==> config.mk <==
export PLATFORM = sky130hd
export DESIGN_NAME = mem_stage_flat
export DESIGN_NICKNAME = d
export VERILOG_FILES = /design/src/rtl/mem_pkg.sv /design/src/rtl/mem_stage_if.sv /design/src/rtl/mem_load_align.sv /design/src/rtl/mem_stage.sv /design/src/flat_wrapper.sv
export SDC_FILE = /design/constraint.sdc
export NUM_CORES = 1
export LEC_CHECK = 0
export BUFFER_PORTS_ARGS = -buffer_cell sky130_fd_sc_hd__buf_2
export CORE_AREA = 8 8 152 154
export CTS_BUF_LIST = sky130_fd_sc_hd__clkbuf_4
export CTS_CLUSTER_DIAMETER = 50
export CTS_CLUSTER_SIZE = 40
export DETAILED_ROUTE_END_ITERATION = 6
export DIE_AREA = 0 0 160 162
export GPL_TIMING_DRIVEN = 0
export PLACE_DENSITY = 0.74
export SKIP_CTS_REPAIR_TIMING = 1
export SYNTH_ARGS = -nofsm -noshare
export SYNTH_HDL_FRONTEND = slang
export SYNTH_SLANG_ARGS = --single-unit
export TNS_END_PERCENT = 5
==> constraint.sdc <==
create_clock -name clk -period 2.16 [get_ports clk]
set_clock_uncertainty 0.05 [all_clocks]
set_input_delay 0.54 -clock clk [delete_from_list [all_inputs] [get_ports clk]]
set_output_delay 0.54 -clock clk [all_outputs]
set_load 0.05 [all_outputs]
==> src/rtl/mem_pkg.sv <==
// Shared definitions for the memory stage of the RV32I pipeline.
// Holds the opcode/funct3 decode constants, the NOP encoding used for
// pipeline bubbles, the bus FSM state type and a misalignment helper.
package mem_pkg;

   localparam logic [6:0] OPC_LOAD  = 7'b0000011;
   localparam logic [6:0] OPC_STORE = 7'b0100011;

   localparam logic [2:0] F3_B  = 3'b000;
   localparam logic [2:0] F3_H  = 3'b001;
   localparam logic [2:0] F3_W  = 3'b010;
   localparam logic [2:0] F3_BU = 3'b100;
   localparam logic [2:0] F3_HU = 3'b101;

   // addi x0, x0, 0
   localparam logic [31:0] NOP_INSTR = 32'h0000_0013;

   typedef enum logic {
      IDLE,
      WAIT
   } mem_state_t;

   // Halfwords need an even address, words need a word-aligned address.
   function automatic logic misaligned_access(input logic [2:0] funct3,
                                              input logic [1:0] addr_lo);
      logic result;
      result = 1'b0;
      if (funct3[1:0] == 2'b01 && addr_lo[0])
         result = 1'b1;
      if (funct3[1:0] == 2'b10 && addr_lo != 2'b00)
         result = 1'b1;
      return result;
   endfunction

endpackage

==> src/rtl/mem_stage_if.sv <==
// Data-memory request/ready bus between the memory stage and the memory.
// The master drives the request fields; the slave answers with ready and
// read data in the cycle the transfer completes.
interface mem_stage_if #(
   parameter int XLEN = 32
);

   logic            dmem_req;
   logic            dmem_we;
   logic [XLEN-1:0] dmem_addr;
   logic [3:0]      dmem_be;
   logic [XLEN-1:0] dmem_wdata;
   logic            dmem_ready;
   logic [XLEN-1:0] dmem_rdata;

   modport master (
      output dmem_req,
      output dmem_we,
      output dmem_addr,
      output dmem_be,
      output dmem_wdata,
      input  dmem_ready,
      input  dmem_rdata
   );

   modport slave (
      input  dmem_req,
      input  dmem_we,
      input  dmem_addr,
      input  dmem_be,
      input  dmem_wdata,
      output dmem_ready,
      output dmem_rdata
   );

endinterface

==> src/rtl/mem_load_align.sv <==
// Load data alignment for the memory stage.
// Picks the addressed byte/halfword/word out of the aligned read word and
// sign- or zero-extends it according to the load funct3.
module mem_load_align
   import mem_pkg::*;
(
   input  logic [31:0] rdata,
   input  logic [2:0]  funct3,
   input  logic [1:0]  addr_lo,
   output logic [31:0] load_data
);

   logic [7:0]  sel_byte;
   logic [15:0] sel_half;

   // Select the lane, then extend; unknown funct3 codes return the full word.
   always_comb begin
      sel_byte  = rdata[8*addr_lo +: 8];
      sel_half  = addr_lo[1] ? rdata[31:16] : rdata[15:0];
      load_data = rdata;
      case (funct3)
         F3_B:    load_data = {{24{sel_byte[7]}}, sel_byte};
         F3_BU:   load_data = {24'h000000, sel_byte};
         F3_H:    load_data = {{16{sel_half[15]}}, sel_half};
         F3_HU:   load_data = {16'h0000, sel_half};
         F3_W:    load_data = rdata;
         default: load_data = rdata;
      endcase
   end

endmodule

==> src/rtl/mem_stage.sv <==
// Memory stage of the 5-stage RV32I pipeline.
// Issues loads/stores on the req/ready data bus, stalls the upstream
// stages while a transfer is outstanding, aborts requests that are not
// answered within TIMEOUT_CYCLES wait cycles, and registers MEM/WB.
// Optional feature macro: MEM_MISALIGN_TRAP_EN -- misaligned half/word
// accesses skip the bus and are flagged on misalign_wb instead.
module mem_stage
   import mem_pkg::*;
#(
   parameter int XLEN           = 32,
   parameter int TIMEOUT_CYCLES = 255
) (
   input  logic            clk,
   input  logic            rst_n,
   input  logic [XLEN-1:0] pc_mem,
   input  logic [XLEN-1:0] alu_mem,
   input  logic [XLEN-1:0] rs2_mem,
   input  logic [XLEN-1:0] instr_mem,
   input  logic [4:0]      rd_addr_mem,
   output logic [XLEN-1:0] forward_mem,
   output logic            mem_stall,
   mem_stage_if.master     dmem,
   output logic [XLEN-1:0] pc_wb,
   output logic [XLEN-1:0] alu_wb,
   output logic [XLEN-1:0] load_wb,
   output logic [XLEN-1:0] instr_wb,
   output logic [4:0]      rd_addr_wb,
`ifdef MEM_MISALIGN_TRAP_EN
   output logic            misalign_wb,
`endif
   output logic            bus_err_wb
);

   localparam logic [7:0] CNT_LAST = 8'(TIMEOUT_CYCLES - 1);

   mem_state_t  state, next_state;
   logic [7:0]  cnt, cnt_next;

   logic [6:0]  opcode;
   logic [2:0]  funct3;
   logic        is_load;
   logic        is_store;
   logic        mem_op;
   logic        bus_op;
   logic        misaligned;
   logic        timeout_abort;
   logic [31:0] aligned_load;

   assign opcode   = instr_mem[6:0];
   assign funct3   = instr_mem[14:12];
   assign is_load  = (opcode == OPC_LOAD);
   assign is_store = (opcode == OPC_STORE);
   assign mem_op   = is_load | is_store;

`ifdef MEM_MISALIGN_TRAP_EN
   assign misaligned = mem_op & misaligned_access(funct3, alu_mem[1:0]);
`else
   assign misaligned = 1'b0;
`endif

   // Misaligned accesses (when trapped) never reach the bus.
   assign bus_op = mem_op & ~misaligned;

   assign forward_mem = alu_mem;

   // An unanswered request is dropped on the last allowed wait cycle.
   assign timeout_abort = (state == WAIT) & bus_op & ~dmem.dmem_ready &
                          (cnt == CNT_LAST);

   // Request and stall are forced low while reset is held.
   assign dmem.dmem_req = rst_n & bus_op;
   assign mem_stall     = rst_n & bus_op & ~dmem.dmem_ready & ~timeout_abort;

   assign dmem.dmem_addr = {alu_mem[XLEN-1:2], 2'b00};
   assign dmem.dmem_we   = is_store;

   // Store lanes and byte enables; loads read the whole word.
   always_comb begin
      dmem.dmem_be    = 4'hF;
      dmem.dmem_wdata = rs2_mem;
      if (is_store) begin
         case (funct3[1:0])
            2'b00: begin
               dmem.dmem_be    = 4'b0001 << alu_mem[1:0];
               dmem.dmem_wdata = {4{rs2_mem[7:0]}};
            end
            2'b01: begin
               dmem.dmem_be    = 4'b0011 << {alu_mem[1], 1'b0};
               dmem.dmem_wdata = {2{rs2_mem[15:0]}};
            end
            default: begin
               dmem.dmem_be    = 4'hF;
               dmem.dmem_wdata = rs2_mem;
            end
         endcase
      end
   end

   // Bus FSM and wait counter state registers.
   always_ff @(posedge clk or negedge rst_n) begin
      if (!rst_n) begin
         state <= IDLE;
         cnt   <= 8'd0;
      end else begin
         state <= next_state;
         cnt   <= cnt_next;
      end
   end

   // Next-state logic: wait for ready, count wait cycles, abort at the limit.
   always_comb begin
      next_state = state;
      cnt_next   = cnt;
      case (state)
         IDLE: begin
            cnt_next = 8'd0;
            if (bus_op && !dmem.dmem_ready)
               next_state = WAIT;
         end
         WAIT: begin
            if (!bus_op || dmem.dmem_ready || timeout_abort) begin
               next_state = IDLE;
               cnt_next   = 8'd0;
            end else begin
               cnt_next = cnt + 8'd1;
            end
         end
         default: begin
            next_state = IDLE;
            cnt_next   = 8'd0;
         end
      endcase
   end

   mem_load_align u_load_align (
      .rdata     (dmem.dmem_rdata),
      .funct3    (funct3),
      .addr_lo   (alu_mem[1:0]),
      .load_data (aligned_load)
   );

   // MEM/WB registers: a bubble while stalled, otherwise capture the instruction.
   always_ff @(posedge clk or negedge rst_n) begin
      if (!rst_n) begin
         pc_wb       <= '0;
         alu_wb      <= '0;
         load_wb     <= '0;
         instr_wb    <= NOP_INSTR;
         rd_addr_wb  <= 5'd0;
         bus_err_wb  <= 1'b0;
`ifdef MEM_MISALIGN_TRAP_EN
         misalign_wb <= 1'b0;
`endif
      end else if (mem_stall) begin
         instr_wb    <= NOP_INSTR;
         rd_addr_wb  <= 5'd0;
         bus_err_wb  <= 1'b0;
`ifdef MEM_MISALIGN_TRAP_EN
         misalign_wb <= 1'b0;
`endif
      end else begin
         pc_wb       <= pc_mem;
         alu_wb      <= alu_mem;
         instr_wb    <= instr_mem;
         rd_addr_wb  <= rd_addr_mem;
         bus_err_wb  <= timeout_abort;
         load_wb     <= (is_load && !timeout_abort && !misaligned) ? aligned_load : '0;
`ifdef MEM_MISALIGN_TRAP_EN
         misalign_wb <= misaligned;
`endif
      end
   end

endmodule

==> src/flat_wrapper.sv <==
// flat-port wrapper written by rule: the top's interface ports become plain ports
module mem_stage_flat import mem_pkg::*;
#(
   parameter int XLEN           = 32,
   parameter int TIMEOUT_CYCLES = 255
)
  (clk, rst_n, pc_mem, alu_mem, rs2_mem, instr_mem, rd_addr_mem, forward_mem, mem_stall, pc_wb, alu_wb, load_wb, instr_wb, rd_addr_wb, bus_err_wb, dmem_dmem_req, dmem_dmem_we, dmem_dmem_addr, dmem_dmem_be, dmem_dmem_wdata, dmem_dmem_ready, dmem_dmem_rdata);
  mem_stage_if #(.XLEN(XLEN)) dmem_i ();
  input  logic clk;
  input  logic rst_n;
  input  logic [XLEN-1:0] pc_mem;
  input  logic [XLEN-1:0] alu_mem;
  input  logic [XLEN-1:0] rs2_mem;
  input  logic [XLEN-1:0] instr_mem;
  input  logic [4:0] rd_addr_mem;
  output logic [XLEN-1:0] forward_mem;
  output logic mem_stall;
  output logic [XLEN-1:0] pc_wb;
  output logic [XLEN-1:0] alu_wb;
  output logic [XLEN-1:0] load_wb;
  output logic [XLEN-1:0] instr_wb;
  output logic [4:0] rd_addr_wb;
  output logic bus_err_wb;
  output wire logic [$bits(dmem_i.dmem_req)-1:0] dmem_dmem_req;
  output wire logic [$bits(dmem_i.dmem_we)-1:0] dmem_dmem_we;
  output wire logic [$bits(dmem_i.dmem_addr)-1:0] dmem_dmem_addr;
  output wire logic [$bits(dmem_i.dmem_be)-1:0] dmem_dmem_be;
  output wire logic [$bits(dmem_i.dmem_wdata)-1:0] dmem_dmem_wdata;
  input wire logic [$bits(dmem_i.dmem_ready)-1:0] dmem_dmem_ready;
  input wire logic [$bits(dmem_i.dmem_rdata)-1:0] dmem_dmem_rdata;
  assign dmem_dmem_req = dmem_i.dmem_req;
  assign dmem_dmem_we = dmem_i.dmem_we;
  assign dmem_dmem_addr = dmem_i.dmem_addr;
  assign dmem_dmem_be = dmem_i.dmem_be;
  assign dmem_dmem_wdata = dmem_i.dmem_wdata;
  assign dmem_i.dmem_ready = dmem_dmem_ready;
  assign dmem_i.dmem_rdata = dmem_dmem_rdata;
  mem_stage #(.XLEN(XLEN), .TIMEOUT_CYCLES(TIMEOUT_CYCLES)) u_core (.clk(clk), .rst_n(rst_n), .pc_mem(pc_mem), .alu_mem(alu_mem), .rs2_mem(rs2_mem), .instr_mem(instr_mem), .rd_addr_mem(rd_addr_mem), .forward_mem(forward_mem), .mem_stall(mem_stall), .dmem(dmem_i), .pc_wb(pc_wb), .alu_wb(alu_wb), .load_wb(load_wb), .instr_wb(instr_wb), .rd_addr_wb(rd_addr_wb), .bus_err_wb(bus_err_wb));
endmodule
# Yosys cells after proc, flatten, opt, wreduce, memory -nomap -nowiden
# Index checks and enable logic that the tools add are counted.
[op_classes] n_addsub=1 eq_ne=7 shift=3 muxes=15 bitwise=10 reduce_logical=9
[op_table] op="$pmux 32 s4" n=1
[op_table] op="$mux 32" n=3
[op_table] op="$pmux 32 s2" n=1
[op_table] op="$shiftx 32x6->8" n=1
[op_table] op="$mux 16" n=1
[op_table] op="$pmux 8 s2" n=1
[op_table] op="$add 8x1->8 const B" n=1
[op_table] op="$eq 8x8->1 const B" n=1
[op_table] op="$mux 8" n=1
[op_table] op="$pmux 4 s2" n=1
[op_table] op="$eq 7x2->1 const B" n=1
[op_table] op="$eq 7x6->1 const B" n=1
[op_table] op="$and 1x1->1" n=6
[op_table] op="$eq 3x3->1 const B" n=2
[op_table] op="$mux 5" n=1
[op_table] op="$mux 4" n=1
[op_table] op="$shl 1x2->4 const A" n=1
[op_table] op="$shl 2x2->4 const A" n=1
[op_table] op="$eq 3x1->1 const B" n=1
[op_table] op="$logic_not 1->1" n=3
[op_table] op="$logic_not 3->1" n=1
[op_table] op="$mux 1" n=3
[op_table] op="$not 1->1" n=3
[op_table] op="$eq 2x1->1 const B" n=1
[op_table] op="5 further kinds" n=7
[totals] ff_bits=143 in_bits=168 word_cells=53

# Longest topological paths before layout
[logic_depth] word_depth=8 ltp_mapped=9 ltp_nobuf=7

# Modules after synthesis
# A second synthesis with hierarchy kept.
[unflattened] hier_cells=564 area_unflattened_um2=7015.5
[modules_own_cells] mod="mem_stage" n_inst=1 cells_each=468 area_each_um2=6169.7
[modules_own_cells] mod="mem_load_align" n_inst=1 cells_each=96 area_each_um2=845.8

# Least setup slack after synthesis
# Ideal clock, no wire load.
[synth_timing] path_type="input -> output" start="in instr_mem[6]" end="out dmem_dmem_wdata[24]" arrival_ns=2.415 t_required_ns=1.570 path_slack_ns=-0.845 stages=4 path_buffers=1 cell_sequence="and4bb_2 nand4_2 clkbuf_1 o21ai_0"
[synth_between] elab_chain_cells=2
[synth_lines] item="start, declared" line_no="flat_wrapper.sv:14" rtl="input logic [XLEN-1:0] instr_mem;"
[synth_lines] item="$eq 7x6->1" line_no="mem_stage.sv:52" rtl="assign is_store = (opcode == OPC_STORE);"
[synth_lines] item="$mux 32" line_no="mem_stage.sv:81" rtl="if (is_store) begin"
[synth_lines] item="end, declared" line_no="flat_wrapper.sv:28" rtl="output wire logic [$bits(dmem_i.dmem_wdata)-1:0] dmem_dmem_wdata;"
# Every way passes these cells.

# Worst setup path in the final report
[layout_timing] start="in instr_mem[4]" end="out dmem_dmem_wdata[10]"
# The elaborated chain is that of the path after synthesis.

==> metrics <==
cell taking the most area after synthesis=dfrtp_1; Compound-Gate Fraction of Synth Area=0.1171; Max IR drop VDD=0.3005 mV; Post-synth EDFFs=0; Max Clk Rate=0.3863 GHz; Buffers on Ports=between 400 and 500; worst path required time=roughly 1.6 ns; Layout Area Growth over Synthesis=49.15%; CTS tree=done; final net count=1178; Reg clk slew, reported paths=0.14 ns; first-pass GRT wire length=38150 um; WL/cell=20.68 um; leak pwr=5.147 nW; slack of the critical path=-0.4283 ns; routed vias/inst=about 4.8; share of cells above drive strength 1=0.6445; max-slew violation count=0; mux share of post-synthesis cell area=0.1552; RSZ-0062 raised after global routing=yes; antenna viol nets, final=0; Slew HR=0.5855; Setup crit end kind=output pin; Die W=160 um; Yosys top cell area share=0.5124; Initial Util=0.3305; initial drt markers=375; clk_lat worst skew=around 0.55 ns; Area after DPL=9400 um2; # clock sinks=143; failing checks=setup timing; H-tree Lvls=4; Post-Synth Adder-Cell Area=0.003660; Hold Slack=0.1170 ns; P per Cell Area=611.8 nW/um2; post-synthesis sequential element count=around 140; 1st-pass router iterations=4; vias in the first global route=6604; # fillers=1919; Die Area=about 26000 um2; dominant synthesized flop cell=dfrtp_1; leading cell types by count after synthesis=dfrtp_1, buf_4, mux2_2, and2_1, o2bb2ai_1; Mapped Cells=563; Netlist Area Pre-Place=between 6000 and 7000 um2; synth unique cells=53; Post-Synth Simple-Gate Area=0.07777; Hold Path Class=in2reg; switching pwr=2.317 mW; Final Instance Area=10200 um2; status=finished, violations left; fin crit period=2.588 ns; largest net degree at the start of global routing=95; GRT Overall Usage=0.1907; Rows=53; routed vias=just over 6000; max-cap violations=0; IO Pins=between 400 and 500; post-DP HPWL=roughly 21000 um; largest family of logic cells by synthesized area=multiplexers; most frequent cell after synthesis=dfrtp_1; Critical Path AT=2.00 ns; Die Height=about 160 um; fin util=0.4929; Ys Warns=0; critical path type=in2out; Setup TNS=-7.688 ns; # DRC=0; Seq/Total Area, Yosys=0.5239; critical path fanouts, max=8; global placement routability congestion=around 0.88; post-synthesis xor/xnor area fraction=0.007685; clock power share=0.274; Synth area leaders=dfrtp_1, mux2_2, buf_4; CTS Root Cell=clkbuf_4; endpoints failing setup=28; Bufs on Longest Clock Path=2; CP Launch Type=input port; Sw Ratio=0.3714; Final Hold Fails=0; sequential share of power=0.451; Post-Syn Area per Cell=12.15 um2; total wire length=26860 um; core area=20690 um2; Comb pwr share=0.275; grt ovf=0; initial antenna violation count=3; Tcrit/Tclk final=1.198; cell internal pwr=approximately 3.9 mW; ys async rst share=1.000; Worst Tran Pin Value=0.6204 ns; Inserted Clock Buffers=17
## final cells by class
cell class | instances | area [um2] | share of cell area
sequential | 143 | 3583 | 0.3514
clock buffer | 18 | 135.1 | 0.01325
clock inverter | 14 | 130.1 | 0.01276
tap | 275 | 344.1 | 0.03374
antenna | 3 | 7.507 | 0.0007361
timing repair buffer | 427 | 2466 | 0.2418
multi-input combinational | 299 | 2693 | 0.2640
inverter | 14 | 60.06 | 0.005889
buffer | 106 | 779.5 | 0.07643
## power by group through the flow
stage / clock (mW) / sequential (mW) / combinational, mW
finish: 1.71 / 2.82 / 1.71
global route: 1.90 / 2.83 / 1.80
CTS: 1.79 / 2.82 / 1.65
detailed placement: 0 / 2.87 / 1.64
global placement: 0 / 2.86 / 1.62
floorplan: 0 / 3.23 / 0.727
## layout by cell type, fill, tap and decap left out, types with 7 or more instances in the layout
cell,Yosys,layout
a2bb2oi_1,7,7
a32oi_1,16,16
and2_1,30,30
buf_2,6,387
buf_4,82,99
buf_6,1,11
clkbuf_1,17,11
clkbuf_4,0,20
dfrtp_1,140,139
inv_1,13,12
mux2_2,78,69
mux2_4,0,9
mux2i_1,16,16
nand2_1,21,18
nor2_1,15,14
o21ai_4,0,8
o22ai_1,7,7
o2bb2ai_1,30,30
## routing by layer
metal	routed length, um	track usage
met1	10090	0.2021
met2	13580	0.3326
met3	2425	0.07618
met4	764	0.07986
met5	0	0
## stage by stage
stage	power, mW	cells	setup slack, ns
after floorplan	3.960	564	-0.1725
after global placement	4.486	1240	-3.306
after detailed placement	4.512	1241	-1.231
after CTS	6.250	1273	-1.302
after global routing	6.526	1299	-0.5187
final	6.239	1299	-0.4283
## worst paths after layout
kind	from	endpoint	slack, ns	cells after the start
min in group asynchronous	rst_n	u_core.alu_wb[21]	0.62	4
max in group asynchronous	rst_n	u_core.load_wb[3]	0.33	5
hold / removal	instr_mem[6]	u_core.instr_wb[6]	0.12	2
setup / recovery	instr_mem[4]	dmem_dmem_wdata[10]	-0.43	6
hold reg to reg	u_core.cnt[0]	u_core.cnt[0]	0.44	1
setup reg to reg	u_core.cnt[0]	u_core.load_wb[30]	0.13	8
## state kept, by name, indices dropped and copies added (netlist names)
name and cells:
u_core.pc_wb 32, u_core.rd_addr_wb 5, u_core.cnt 8, u_core.bus_err_wb 1
u_core.alu_wb 32, u_core.state 1, u_core.load_wb 32, u_core.instr_wb 32
## critical path, stage by stage
cell,delay (ns)
buf_6,0.10
and4bb_2,0.35
and3_4,0.23
nand3_4,0.20
mux2_4,0.36
buf_2,0.21
## logic make-up after synthesis
logic type / Yosys count
flip-flops: 143
buffers and inverters: 122
AO/OA/AOI/OAI: 97
multiplexers: 96
AND/OR/NAND/NOR: 96
XOR/XNOR: 6
adder cells (fa/ha/maj): 2
other: 1
(Power assumes the default switching activity.)
